$ cat config.mk
export PLATFORM = sky130hd
export DESIGN_NAME = hash_result_scanner_flat
export DESIGN_NICKNAME = d
export VERILOG_FILES = /design/src/rtl/bitcoin_pkg.sv /design/src/rtl/hash_result_scanner_if.sv /design/src/rtl/hash_min_tracker.sv /design/src/rtl/hash_result_scanner.sv /design/src/flat_wrapper.sv
export SDC_FILE = /design/constraint.sdc
export NUM_CORES = 1
export LEC_CHECK = 0
export CORE_MARGIN = 2
export CORE_UTILIZATION = 38
export DETAILED_ROUTE_END_ITERATION = 10
export REMOVE_ABC_BUFFERS = 1
export SYNTH_ARGS = -nofsm -noshare
export SYNTH_HDL_FRONTEND = slang
export SYNTH_HIERARCHICAL = 1
export SYNTH_SLANG_ARGS = --single-unit
$ cat constraint.sdc
create_clock -name clk -period 3.7 [get_ports clk]
set_input_delay 0.555 -clock clk [delete_from_list [all_inputs] [get_ports clk]]
set_output_delay 0.555 -clock clk [all_outputs]
set_load 0.01 [all_outputs]
$ cat src/rtl/bitcoin_pkg.sv
// Shared definitions for the hash pipeline (bitcoin_hash and hash_result_scanner).
package bitcoin_pkg;

  localparam int DEFAULT_NUM_NONCES = 16;
  localparam int NONCE_W            = 8;
  localparam int ADDR_W             = 16;
  localparam int WORD_W             = 32;

  typedef logic [NONCE_W-1:0] nonce_t;

  typedef enum logic [1:0] {
    IDLE   = 2'd0,
    READ   = 2'd1,
    DRAIN  = 2'd2,
    FINISH = 2'd3
  } scan_state_t;

endpackage

$ cat src/rtl/hash_result_scanner_if.sv
// Read-only result memory port shared by the scanner (master) and the RAM (slave).
interface hash_result_scanner_if;
  import bitcoin_pkg::*;

  logic              mem_clk;
  logic              mem_we;
  logic [ADDR_W-1:0] memory_addr;
  logic [WORD_W-1:0] memory_read_data;

  modport master (
    output mem_clk,
    output mem_we,
    output memory_addr,
    input  memory_read_data
  );

  modport slave (
    input  mem_clk,
    input  mem_we,
    input  memory_addr,
    output memory_read_data
  );

endinterface

$ cat src/rtl/hash_min_tracker.sv
// Running accumulators for one scan: first match below target, match count,
// and the smallest word seen. Words arrive in ascending nonce order, so a
// strict less-than on the minimum keeps the lower nonce on ties.
module hash_min_tracker
  import bitcoin_pkg::*;
(
  input  logic              clk,
  input  logic              reset_n,
  input  logic              clear,
  input  logic              valid,
  input  nonce_t            nonce,
  input  logic [WORD_W-1:0] word,
  input  logic [WORD_W-1:0] target,
  output logic              found,
  output nonce_t            win_nonce,
  output logic [WORD_W-1:0] min_hash,
  output nonce_t            min_nonce,
  output nonce_t            match_count
);

  logic is_match;
  logic is_min;

  assign is_match = word < target;
  assign is_min   = word < min_hash;

  // Clear on scan start, otherwise fold in each valid word.
  always_ff @(posedge clk or negedge reset_n) begin
    if (!reset_n) begin
      found       <= 1'b0;
      win_nonce   <= '0;
      min_hash    <= '1;
      min_nonce   <= '0;
      match_count <= '0;
    end else if (clear) begin
      found       <= 1'b0;
      win_nonce   <= '0;
      min_hash    <= '1;
      min_nonce   <= '0;
      match_count <= '0;
    end else if (valid) begin
      if (is_match) begin
        match_count <= match_count + 1'b1;
        if (!found) begin
          found     <= 1'b1;
          win_nonce <= nonce;
        end
      end
      if (is_min) begin
        min_hash  <= word;
        min_nonce <= nonce;
      end
    end
  end

endmodule

$ cat src/rtl/hash_result_scanner.sv
// Scans NUM_NONCES consecutive hash words from a 1-cycle-latency RAM and
// reports the first/total matches below target and the minimum hash.
//
// state  | meaning
// IDLE   | waiting for start; results from last scan held
// READ   | issuing address base+idx; word for idx-1 arriving
// DRAIN  | last word arriving, no new address
// FINISH | results valid, done pulses
module hash_result_scanner
  import bitcoin_pkg::*;
#(
  parameter int NUM_NONCES = DEFAULT_NUM_NONCES
) (
  input  logic                         clk,
  input  logic                         reset_n,
  input  logic                         start,
  input  logic [ADDR_W-1:0]            result_addr,
  input  logic [WORD_W-1:0]            target,
  hash_result_scanner_if.master        mem,
  output logic                         busy,
  output logic                         done,
  output logic                         found,
  output nonce_t                       win_nonce,
  output logic [WORD_W-1:0]            min_hash,
  output nonce_t                       min_nonce,
  output nonce_t                       match_count
);

  localparam nonce_t LAST_IDX = nonce_t'(NUM_NONCES - 1);

  scan_state_t       state;
  nonce_t            idx;
  logic [ADDR_W-1:0] base_addr;
  logic [ADDR_W-1:0] rd_addr;
  logic [WORD_W-1:0] target_q;

  logic   clear;
  logic   word_valid;
  nonce_t word_nonce;

  assign mem.mem_clk     = clk;
  assign mem.mem_we      = 1'b0;
  assign mem.memory_addr = rd_addr;

  assign clear      = (state == IDLE) && start;
  assign word_valid = ((state == READ) && (idx != '0)) || (state == DRAIN);
  assign word_nonce = (state == DRAIN) ? LAST_IDX : idx - 1'b1;

  // Scan sequencing with registered address, busy and done.
  always_ff @(posedge clk or negedge reset_n) begin
    if (!reset_n) begin
      state     <= IDLE;
      idx       <= '0;
      base_addr <= '0;
      rd_addr   <= '0;
      target_q  <= '0;
      busy      <= 1'b0;
      done      <= 1'b0;
    end else begin
      done <= 1'b0;
      case (state)
        IDLE: begin
          if (start) begin
            state     <= READ;
            idx       <= '0;
            base_addr <= result_addr;
            rd_addr   <= result_addr;
            target_q  <= target;
            busy      <= 1'b1;
          end
        end
        READ: begin
          if (idx == LAST_IDX) begin
            state   <= DRAIN;
            rd_addr <= base_addr;
          end else begin
            idx     <= idx + 1'b1;
            rd_addr <= rd_addr + 1'b1;
          end
        end
        DRAIN: begin
          state <= FINISH;
          busy  <= 1'b0;
          done  <= 1'b1;
        end
        FINISH: begin
          state <= IDLE;
        end
        default: begin
          state <= IDLE;
        end
      endcase
    end
  end

  hash_min_tracker u_tracker (
    .clk         (clk),
    .reset_n     (reset_n),
    .clear       (clear),
    .valid       (word_valid),
    .nonce       (word_nonce),
    .word        (mem.memory_read_data),
    .target      (target_q),
    .found       (found),
    .win_nonce   (win_nonce),
    .min_hash    (min_hash),
    .min_nonce   (min_nonce),
    .match_count (match_count)
  );

endmodule

$ cat src/flat_wrapper.sv
// flat-port wrapper written by rule: the top's interface ports become plain ports
module hash_result_scanner_flat import bitcoin_pkg::*;
#(
  parameter int NUM_NONCES = DEFAULT_NUM_NONCES
)
  (clk, reset_n, start, result_addr, target, busy, done, found, win_nonce, min_hash, min_nonce, match_count, mem_mem_clk, mem_mem_we, mem_memory_addr, mem_memory_read_data);
  hash_result_scanner_if mem_i ();
  input  logic clk;
  input  logic reset_n;
  input  logic start;
  input  logic [ADDR_W-1:0] result_addr;
  input  logic [WORD_W-1:0] target;
  output logic busy;
  output logic done;
  output logic found;
  output nonce_t win_nonce;
  output logic [WORD_W-1:0] min_hash;
  output nonce_t min_nonce;
  output nonce_t match_count;
  output wire logic [$bits(mem_i.mem_clk)-1:0] mem_mem_clk;
  output wire logic [$bits(mem_i.mem_we)-1:0] mem_mem_we;
  output wire logic [$bits(mem_i.memory_addr)-1:0] mem_memory_addr;
  input wire logic [$bits(mem_i.memory_read_data)-1:0] mem_memory_read_data;
  assign mem_mem_clk = mem_i.mem_clk;
  assign mem_mem_we = mem_i.mem_we;
  assign mem_memory_addr = mem_i.memory_addr;
  assign mem_i.memory_read_data = mem_memory_read_data;
  hash_result_scanner #(.NUM_NONCES(NUM_NONCES)) u_core (.clk(clk), .reset_n(reset_n), .start(start), .result_addr(result_addr), .target(target), .mem(mem_i), .busy(busy), .done(done), .found(found), .win_nonce(win_nonce), .min_hash(min_hash), .min_nonce(min_nonce), .match_count(match_count));
endmodule
==> results of run 1 <==
worst paths after layout:
path	from	to	slack (ps)	cells past startpoint
worst min register to register	u_core/base_addr[11]$_DFFE_PN0P_	u_core/base_addr[11]$_DFFE_PN0P_	490	2
worst max register to register	u_core/u_tracker/min_hash[1]$_DFFE_PN1P_	u_core/u_tracker/min_hash[7]$_DFFE_PN1P_	770	9
worst min-delay path	reset_n	u_core/target_q[7]$_DFFE_PN0P_	160	1
max in group asynchronous	reset_n	u_core/u_tracker/min_hash[19]$_DFFE_PN1P_	2630	2
worst max-delay path	clk	mem_mem_clk	580	3
min in group clk	u_core/base_addr[11]$_DFFE_PN0P_	u_core/base_addr[11]$_DFFE_PN0P_	490	2
through the flow:
step / instances / TNS, ps / hold WS [ps] / area, um^2
floorplan: 756 / -23240 / 259.4 / 7705
global placement: 1196 / 0 / 461.1 / 9762
detailed placement: 1196 / 0 / 472.7 / 9762
CTS: 1231 / 0 / 224.1 / 10470
global route: 1231 / 0 / 257.9 / 10470
finish: 1231 / 0 / 155.5 / 10470
power by group through the flow:
stage	sequential (mW)	clock, mW	combinational (mW)
after detailed placement	2.79	0.0275	4.48
after global routing	2.87	2.14	4.99
after floorplan	2.84	0	2.74
final	2.77	2.01	4.46
after global placement	2.78	0.0275	4.42
after CTS	2.77	2.07	4.51
worst reg2reg max path: cells and delay by family, from the launching register on:
family,cells,cell delay (ps)
buffers and inverters,2,360
AOI/OAI and AO/OA,5,1570
adders and majority gates,1,300
and+or+nand+nor,1,90
DFF,1,540
sequential cells by signal, summed over array words and instances, names as in the netlist:
| register | count |
|---|---|
| u_core/base_addr | 16 |
| u_core/busy | 1 |
| u_core/done | 1 |
| u_core/idx | 8 |
| u_core/mem.memory_addr | 16 |
| u_core/state | 2 |
| u_core/target_q | 32 |
| u_core/u_tracker/found | 1 |
| u_core/u_tracker/match_count | 8 |
| u_core/u_tracker/min_hash | 32 |
| u_core/u_tracker/min_nonce | 8 |
| u_core/u_tracker/win_nonce | 8 |
area by class of cell:
class                   instances  area, um^2  area share, %
multi-input cells             547        4058          38.75
flip-flops and latches        133        3368          32.17
repair buffers                169        1700          16.24
clock buffers                  24       541.8          5.174
well taps                     270       337.8          3.226
inverters                      76       287.8          2.748
clock inverters                12       177.7          1.697
cells by family (layout without fill, tap and decap cells):
logic type	after synthesis	in the layout	share of synthesized area [%]
other	1	1	0.04746
xor gates and xnor gates	5	5	0.5543
adders and majority gates	71	71	11.24
and+or+nand+nor	233	233	14.28
AOI/OAI and AO/OA	168	168	15.61
buffers and inverters	115	281	6.097
muxes	69	69	9.533
DFF	133	133	42.63
cells in the mapped netlist (21+ instances only):
library cell	count	area [um^2]
o21ai_0	28	140.1
ha_1	71	888.4
clkbuf_1	22	82.58
dfrtp_1	101	2527
nand3_1	21	105.1
inv_1	75	281.5
nor2_1	81	304.0
a211o_1	31	271.5
nand2_1	45	168.9
a21oi_1	39	195.2
dfstp_2	32	840.8
mux2_2	50	563.0
nand4_1	21	131.4
metal layers:
layer | GRT usage, % | part of all wire (%)
met1 | 27.20 | 50
met2 | 27.11 | 43
met3 | 4.663 | 6.0
met4 | 5.905 | 1.5
met5 | 0 | 0
==> impl_metrics.yaml, run 1 <==
run_status:
  status: "finished, final reports clean"
global_routing:
  antenna_found_initial: 0
  grt_overflow_total: 0
  grt_max_degree: 110
  first_global_vias: 6217
  grt_util_all_layers_pct: 18.64
  grt_pass1_wl_um: 32490
worst_setup_path:
  cp_data_required_time_ps: 3140
  worst-path-buf-inv: 3
  critPathTopFamily: "buffers and inverters"
  crit_chain: "clkbuf_16 > clkbuf_16 > clkdlybuf4s50_1"
  critPathArrivalTime_ps: 2560
  cpMostUsedCell: "clkbuf_16"
  slowest_stage: "clkdlybuf4s50_1"
  worstSetupEndpointType: "primary output"
  worst-setup-path-type: "clock port to primary output"
  cp_max_fo: 2
  max_stage_delay_ps: 460
  critPathLaunchType: "clock port"
pwr:
  power_per_cell_area_nw_per_um2: 882.1
  peakVddDrop_uv: 394.7
  p_switching_mw: 3.437
  switching_share_pct: 37.21
  p_int_mw: 5.799
  p_leak_nw: 4.684
  p_seq_share_pct: 30.0
  clockPowerShare_pct: 21.7
  total_power_mw: 9.237
  p_comb_share_pct: 48.3
routing:
  drtIter0Drc: 274
  via_per_inst: 5.167
  vias: 6360
  wl_per_cell_um: 16.34
  drcViolationCount: 0
  wirelength_um: 20120
  drtAntennaViolNets: 0
  first_pass_iters: 5
clocking:
  hold_buffers: 0
  cts_resized: 0
  tritoncts: "built"
  post-cts-setup-buffers: 0
  path_clk_slew_ps: 60
  clk_latency_ps: 530
die:
  die_area_um2: 21960
  die_w_um: 148.2
  fp.dieH_um: 148.2
  io_pins: 160
  start_util_pct: 38.92
  core_area_um2: 20300
  num_rows: 52
finish:
  mostFrequentLayoutCells: "157 x clkdlybuf4s50_1, 101 x dfrtp_1, 81 x nor2_1, 74 x inv_1, 71 x ha_1"
  final_common_cell: "clkdlybuf4s50_1"
  nets: 1102
  area_delta_synth_final_pct: 32.53
  utilization_pct: 51.58
  antennaDiodeCount: 0
  drive_gt1_share_pct: 14.98
  fill_cells: 1840
timing:
  rsz0062_at_grt: "false"
  fin_skew_ps: 8.287
  drv_slew: 0
  setup_viol: 0
  worst_slew_pin_slew_ps: 1042
  hold_viol_final: 0
  fin_ws_ps: 584.8
  maxSlewHeadroom_pct: 30.56
synth:
  seq_area_frac_synth_pct: 42.63
  synth_cells: 795
  synth-main-ff-cell: "dfrtp_1"
  synth.cell_area_um2: 7901
  synth_cell_types: 66
  yosysWarnings: 6
  synth_edf_count: 0
  ys_ff_latch: 133
  synthArstFlopShare_pct: 100.0
  synth.avg_cell_area_um2: 9.939
place:
  detailedPlace.worstSlack_ps: 315.3
  place_hpwl_um: 14120
  globalplace.congestion: 0.8277
  port_buffers: 158
flow_run:
  cap_viol_max_count: 0
hold_path:
  hold_class: "input pin to asynchronous set/reset pin"
Note: power is estimated with default switching activity, not from simulation.
==> inputs of run 2 (changes only) <==
Clock period 3.7 ns to 3.05 ns, I/O delays scaled along.
==> run 2 against run 1 <==
Effect of this change: count of clock-buffer cells in the layout grew 3; clock skew up 1.2 ps; critical endpoint is now u_core/u_tracker/min_hash[3]$_DFFE_PN1P_; critical path type is now flip-flop to flip-flop; final cell count grew 2.4%; largest power group unchanged; largest cell class unchanged.
==> impl_metrics.yaml, run 2 (same netlist as run 1, synthesis figures left out) <==
place:
  globalplace.congestion: 0.8043
  place_hpwl_um: 15160
  port_buffers: 158
  detailedPlace.worstSlack_ps: -288.8
worst_setup_path:
  slowest_stage: "dfstp_2"
  critPathLaunchType: "flip-flop"
  worst-path-buf-inv: 3
  max_stage_delay_ps: 520
  cp_data_required_time_ps: 3510
  crit_chain: "inv_1 > ha_1 > a2111oi_2 > o31ai_1 > a2111o_1 > a2111oi_4 > buf_4 > buf_12 > nor2_1 > a211o_1"
  rr_startpoint: "u_core/u_tracker/min_hash[1]$_DFFE_PN1P_"
  cp_max_fo: 30
  critPathArrivalTime_ps: 3330
  worst-setup-path-type: "flip-flop to flip-flop"
  critPathTopFamily: "compound AO/OA/AOI/OAI gates"
  worstSetupEndpointType: "flip-flop"
  critPathLaunch: "u_core/u_tracker/min_hash[1]$_DFFE_PN1P_"
die:
  fp.dieH_um: 148.2
  io_pins: 160
  die_w_um: 148.2
  start_util_pct: 38.92
  core_area_um2: 20300
  num_rows: 52
  die_area_um2: 21960
routing:
  wl_per_cell_um: 16.35
  via_per_inst: 5.207
  wirelength_um: 20620
  drcViolationCount: 0
  drtIter0Drc: 404
  drtAntennaViolNets: 0
  first_pass_iters: 5
  vias: 6566
finish:
  area_delta_synth_final_pct: 34.70
  nets: 1132
  mostFrequentLayoutCells: "157 x clkdlybuf4s50_1, 101 x dfrtp_1, 81 x nor2_1, 74 x inv_1, 71 x ha_1"
  top_regs: "u_core/target_q (32), u_core/u_tracker/min_hash (32)"
  antennaDiodeCount: 0
  final_common_cell: "clkdlybuf4s50_1"
  fill_cells: 1955
  drive_gt1_share_pct: 17.36
  multi_input_area_um2: 4058
  final-seq-area_um2: 3368
global_routing:
  first_global_vias: 6388
  grt_pass1_wl_um: 33500
  antenna_found_initial: 0
  grt_max_degree: 58
  grt_util_all_layers_pct: 19.17
  grt_overflow_total: 0
timing:
  fin_crit_ps: 2877
  rsz0062_at_grt: "false"
  min_period_over_period_pct: 94.33
  fin_skew_ps: 9.521
  max_freq_mhz: 347.6
  fin_ws_ps: 173.0
  worst_slew_pin_slew_ps: 591.3
  drv_slew: 0
  setup_viol: 0
  hold_viol_final: 0
  maxSlewHeadroom_pct: 60.16
pwr:
  peakVddDrop_uv: 494.7
  clockPowerShare_pct: 19.7
  total_power_mw: 11.19
  p_switching_mw: 4.215
  power_per_cell_area_nw_per_um2: 1051
  p_comb_share_pct: 50.3
  p_leak_nw: 4.811
  p_int_mw: 6.971
  switching_share_pct: 37.68
  p_seq_share_pct: 30.0
clocking:
  cts_resized: 0
  path_clk_slew_ps: 60
  tritoncts: "built"
  clk_latency_ps: 530
run_status:
  status: "finished, final reports clean"
hold_path:
  hold_class: "input pin to asynchronous set/reset pin"
flow_run:
  cap_viol_max_count: 0
## run 2: cell count changes in the layout (fill, tap and decap cells not counted), sizes merged
cell / change
buf: +29
bufinv: -3
clkbuf: +3
clkinv: +1
clkinvlp: -1
dlygate4sd3: +1
## run 2: area by class of cell
| class | instances | share of cell area (%) |
|---|---|---|
| Multi-Input combinational cell | 547 | 38.13 |
| Sequential cell | 133 | 31.65 |
| Timing Repair Buffer | 199 | 18.23 |
| Clock buffer | 27 | 5.384 |
| Tap cell | 270 | 3.174 |
| Inverter | 76 | 2.704 |
| Clock inverter | 9 | 0.7289 |
## run 2: layer usage
metal | up-vias | GRT usage, % | routed length (um)
li1 | 3218 | - | -
met1 | 3145 | 27.71 | 10120
met2 | 187 | 29.07 | 9097
met3 | 16 | 4.417 | 1129
met4 | 0 | 4.857 | 267
met5 | - | 0 | 0
## run 2: final timing paths
| path | end | slack (ps) | depth (start not counted) |
|---|---|---|---|
| setup / recovery | u_core/u_tracker/min_hash[3]$_DFFE_PN1P_ | 170 | 10 |
| hold / removal | u_core/target_q[4]$_DFFE_PN0P_ | 470 | 2 |
| setup reg to reg | u_core/u_tracker/min_hash[3]$_DFFE_PN1P_ | 170 | 10 |
| hold reg to reg | u_core/base_addr[3]$_DFFE_PN0P_ | 480 | 2 |
| max in group asynchronous | u_core/u_tracker/min_hash[17]$_DFFE_PN1P_ | 1720 | 3 |
| min in group clk | u_core/base_addr[3]$_DFFE_PN0P_ | 480 | 2 |
## run 2: stage by stage
step	util, %	hold slack [ps]	instance area, um^2	setup TNS, ps	instances
3_5_place_dp	49.19	461.6	9985	-9912	1224
4_1_cts	52.39	478.8	10640	0	1260
6_report	52.43	465.4	10640	0	1261
2_1_floorplan	-	161.9	7705	-63330	756
5_1_grt	52.43	489.4	10640	0	1261
3_3_place_gp	49.19	463.6	9985	-8170	1224
## run 2: power groups by stage
stage                     clock network (mW)  registers [mW]  logic (mW)
after detailed placement              0.0333            3.38        5.62
final                                   2.20            3.36        5.62
after CTS                               2.26            3.36        5.65
after global routing                    2.34            3.49        6.29
after floorplan                            0            3.45        3.32
after global placement                0.0333            3.37        5.52
## run 2: timing repair
action,in CTS,in global routing
hold buffers,1,0
endpoints found under the hold margin,52,0
buffers inserted,0,1
endpoints found under the setup margin,0,34
==> inputs of run 3 (changes only) <==
Settings changed: CORE_MARGIN 2 to 3.
==> run 3 against run 2 <==
Effect of this change: utilization fell by 0.099 points; first-iteration DRC count is 15% lower; routed wire length grew 0.12%; combinational power is essentially flat; via count decreased by 0.24%; total power up 0.31%; cell area is 0.19% lower.
==> impl_metrics.yaml, run 3 (same netlist as run 1, synthesis figures left out) <==
run_status:
  status: "finished, final reports clean"
die:
  die_w_um: 150.2
  die_area_um2: 22560
  fp.dieH_um: 150.2
  io_pins: 160
  core_area_um2: 20300
  num_rows: 52
  start_util_pct: 38.92
clocking:
  post-cts-setup-buffers: 0
  clk_latency_ps: 530
  path_clk_slew_ps: 60
  tritoncts: "built"
  cts_resized: 0
timing:
  fin_crit_ps: 2930
  hold_viol_final: 0
  fin_skew_ps: 8.560
  max_freq_mhz: 341.2
  maxSlewHeadroom_pct: 51.88
  min_period_over_period_pct: 96.08
  setup_viol: 0
  drv_slew: 0
  rsz0062_at_grt: "true"
  worst_slew_pin_slew_ps: 721.7
global_routing:
  grt_util_all_layers_pct: 18.61
  antenna_found_initial: 0
  grt_overflow_total: 0
  first_global_vias: 6471
  grt_max_degree: 74
  grt_pass1_wl_um: 33250
worst_setup_path:
  critPathLaunchType: "flip-flop"
  max_stage_delay_ps: 540
  r2r_setup_slack_ps: 120
  worst-setup-path-type: "flip-flop to flip-flop"
  rr_startpoint: "u_core/u_tracker/min_hash[1]$_DFFE_PN1P_"
  crit_chain: "inv_1 > ha_1 > a2111oi_2 > o31ai_1 > a2111o_1 > a2111oi_4 > buf_4 > mux2i_1 > nor2_1"
  r2r-end: "u_core/u_tracker/min_nonce[1]$_DFFE_PN0P_"
  ff2ff_path_depth: 9
  critPathArrivalTime_ps: 3330
  worstSetupEndpointType: "flip-flop"
  cp_data_required_time_ps: 3450
  slowest_stage: "dfstp_2"
  critPathTopFamily: "compound AO/OA/AOI/OAI gates"
  worst-path-buf-inv: 2
  cp_max_fo: 15
pwr:
  power_per_cell_area_nw_per_um2: 1056
  p_leak_nw: 4.787
  peakVddDrop_uv: 573.0
  total_power_mw: 11.22
finish:
  utilization_pct: 52.33
  top_regs: "u_core/target_q (32), u_core/u_tracker/min_hash (32)"
  mostFrequentLayoutCells: "157 x clkdlybuf4s50_1, 101 x dfrtp_1, 81 x nor2_1, 74 x inv_1, 71 x ha_1"
  nets: 1127
  area_delta_synth_final_pct: 34.44
  antennaDiodeCount: 0
  final_common_cell: "clkdlybuf4s50_1"
  drive_gt1_share_pct: 17.14
  design_area_um2: 10620
routing:
  first_pass_iters: 5
  vias: 6550
  drcViolationCount: 0
  wl_per_cell_um: 16.44
  wirelength_um: 20640
  drtIter0Drc: 344
  drtAntennaViolNets: 0
  via_per_inst: 5.215
hold_path:
  hold_class: "flip-flop to flip-flop"
  holdPathStages: 2
  hold_end: "u_core/base_addr[3]$_DFFE_PN0P_"
  min_from: "u_core/base_addr[3]$_DFFE_PN0P_"
place:
  globalplace.congestion: 0.8101
  place_hpwl_um: 14730
  placed_cell_area_um2: 9955
  port_buffers: 158
flow_run:
  cap_viol_max_count: 0
==> run 3: cell types whose count changed in the layout (fill, tap and decap cells not counted), moves of 2 or more <==
cell / change
inv_6: +2
clkbuf_8: -4
clkinv_4: +4
clkbuf_1: -2
buf_4: -5
clkinv_2: -2
==> run 3: report_power, final <==
group / leakage [nW] / internal, mW / switching [mW]
combinational: 2.89 / 2.80 / 2.80
clock: 0.316 / 1.40 / 0.860
sequential: 1.58 / 2.76 / 0.608
total: 4.79 / 6.96 / 4.27
==> run 3: worst register-to-register path, delay by kind of cell (launching register included) <==
| kind | cells | cell delay [ps] |
|---|---|---|
| and+or+nand+nor | 1 | 60 |
| DFF | 1 | 540 |
| buffers and inverters | 2 | 350 |
| adders and majority gates | 1 | 300 |
| AOI/OAI and AO/OA | 4 | 1310 |
| muxes | 1 | 240 |
==> run 3: worst max path at each step <==
stage | startpoint | to | slack, ps | cells after the start
2_1_floorplan | u_core/u_tracker/min_hash[1]$_DFFE_PN1P_ | u_core/u_tracker/min_nonce[0]$_DFFE_PN0P_ | -1330 | 8
3_3_place_gp | mem_memory_read_data[1] | u_core/u_tracker/min_hash[19]$_DFFE_PN1P_ | -140 | 9
3_5_place_dp | mem_memory_read_data[1] | u_core/u_tracker/min_hash[19]$_DFFE_PN1P_ | -180 | 9
4_1_cts | u_core/u_tracker/min_hash[1]$_DFFE_PN1P_ | u_core/u_tracker/min_hash[19]$_DFFE_PN1P_ | 100 | 9
5_1_grt | u_core/u_tracker/min_hash[1]$_DFFE_PN1P_ | u_core/u_tracker/min_nonce[1]$_DFFE_PN0P_ | -40 | 9
6_report | u_core/u_tracker/min_hash[1]$_DFFE_PN1P_ | u_core/u_tracker/min_nonce[1]$_DFFE_PN0P_ | 120 | 9
==> run 3: what timing repair did <==
item / 4_1_cts / 5_1_grt
endpoints found under the hold margin: 20 / 0
hold buffers: 1 / 0
endpoints found under the setup margin: 0 / 12
==> run 3: through the flow <==
stage               setup slack [ps]  TNS [ps]  hold WS (ps)  std cells
CTS                            95.67         0         478.8       1256
finish                         119.6         0         478.1       1256
detailed placement            -176.4     -6507         463.6       1220
global route                  -35.64    -148.7         502.1       1256
floorplan                      -1331    -63330         161.9        756
global placement              -140.0     -5074         461.0       1220
==> run 3: area by class of cell <==
| cell class | instances | area [um^2] |
|---|---|---|
| tap | 270 | 337.8 |
| inverter | 76 | 287.8 |
| clock buffer | 21 | 510.5 |
| fill | 1857 | 9677 |
| multi-input combinational | 547 | 4058 |
| timing repair buffer | 194 | 1903 |
| sequential | 133 | 3368 |
| clock inverter | 15 | 157.7 |
==> run 3: routing by layer <==
metal	vias up	share of wire (%)	track usage (%)
li1	3203	-	-
met1	3150	48	26.35
met2	185	45	28.43
met3	12	6.4	4.816
met4	0	0.92	4.849
met5	-	0	0
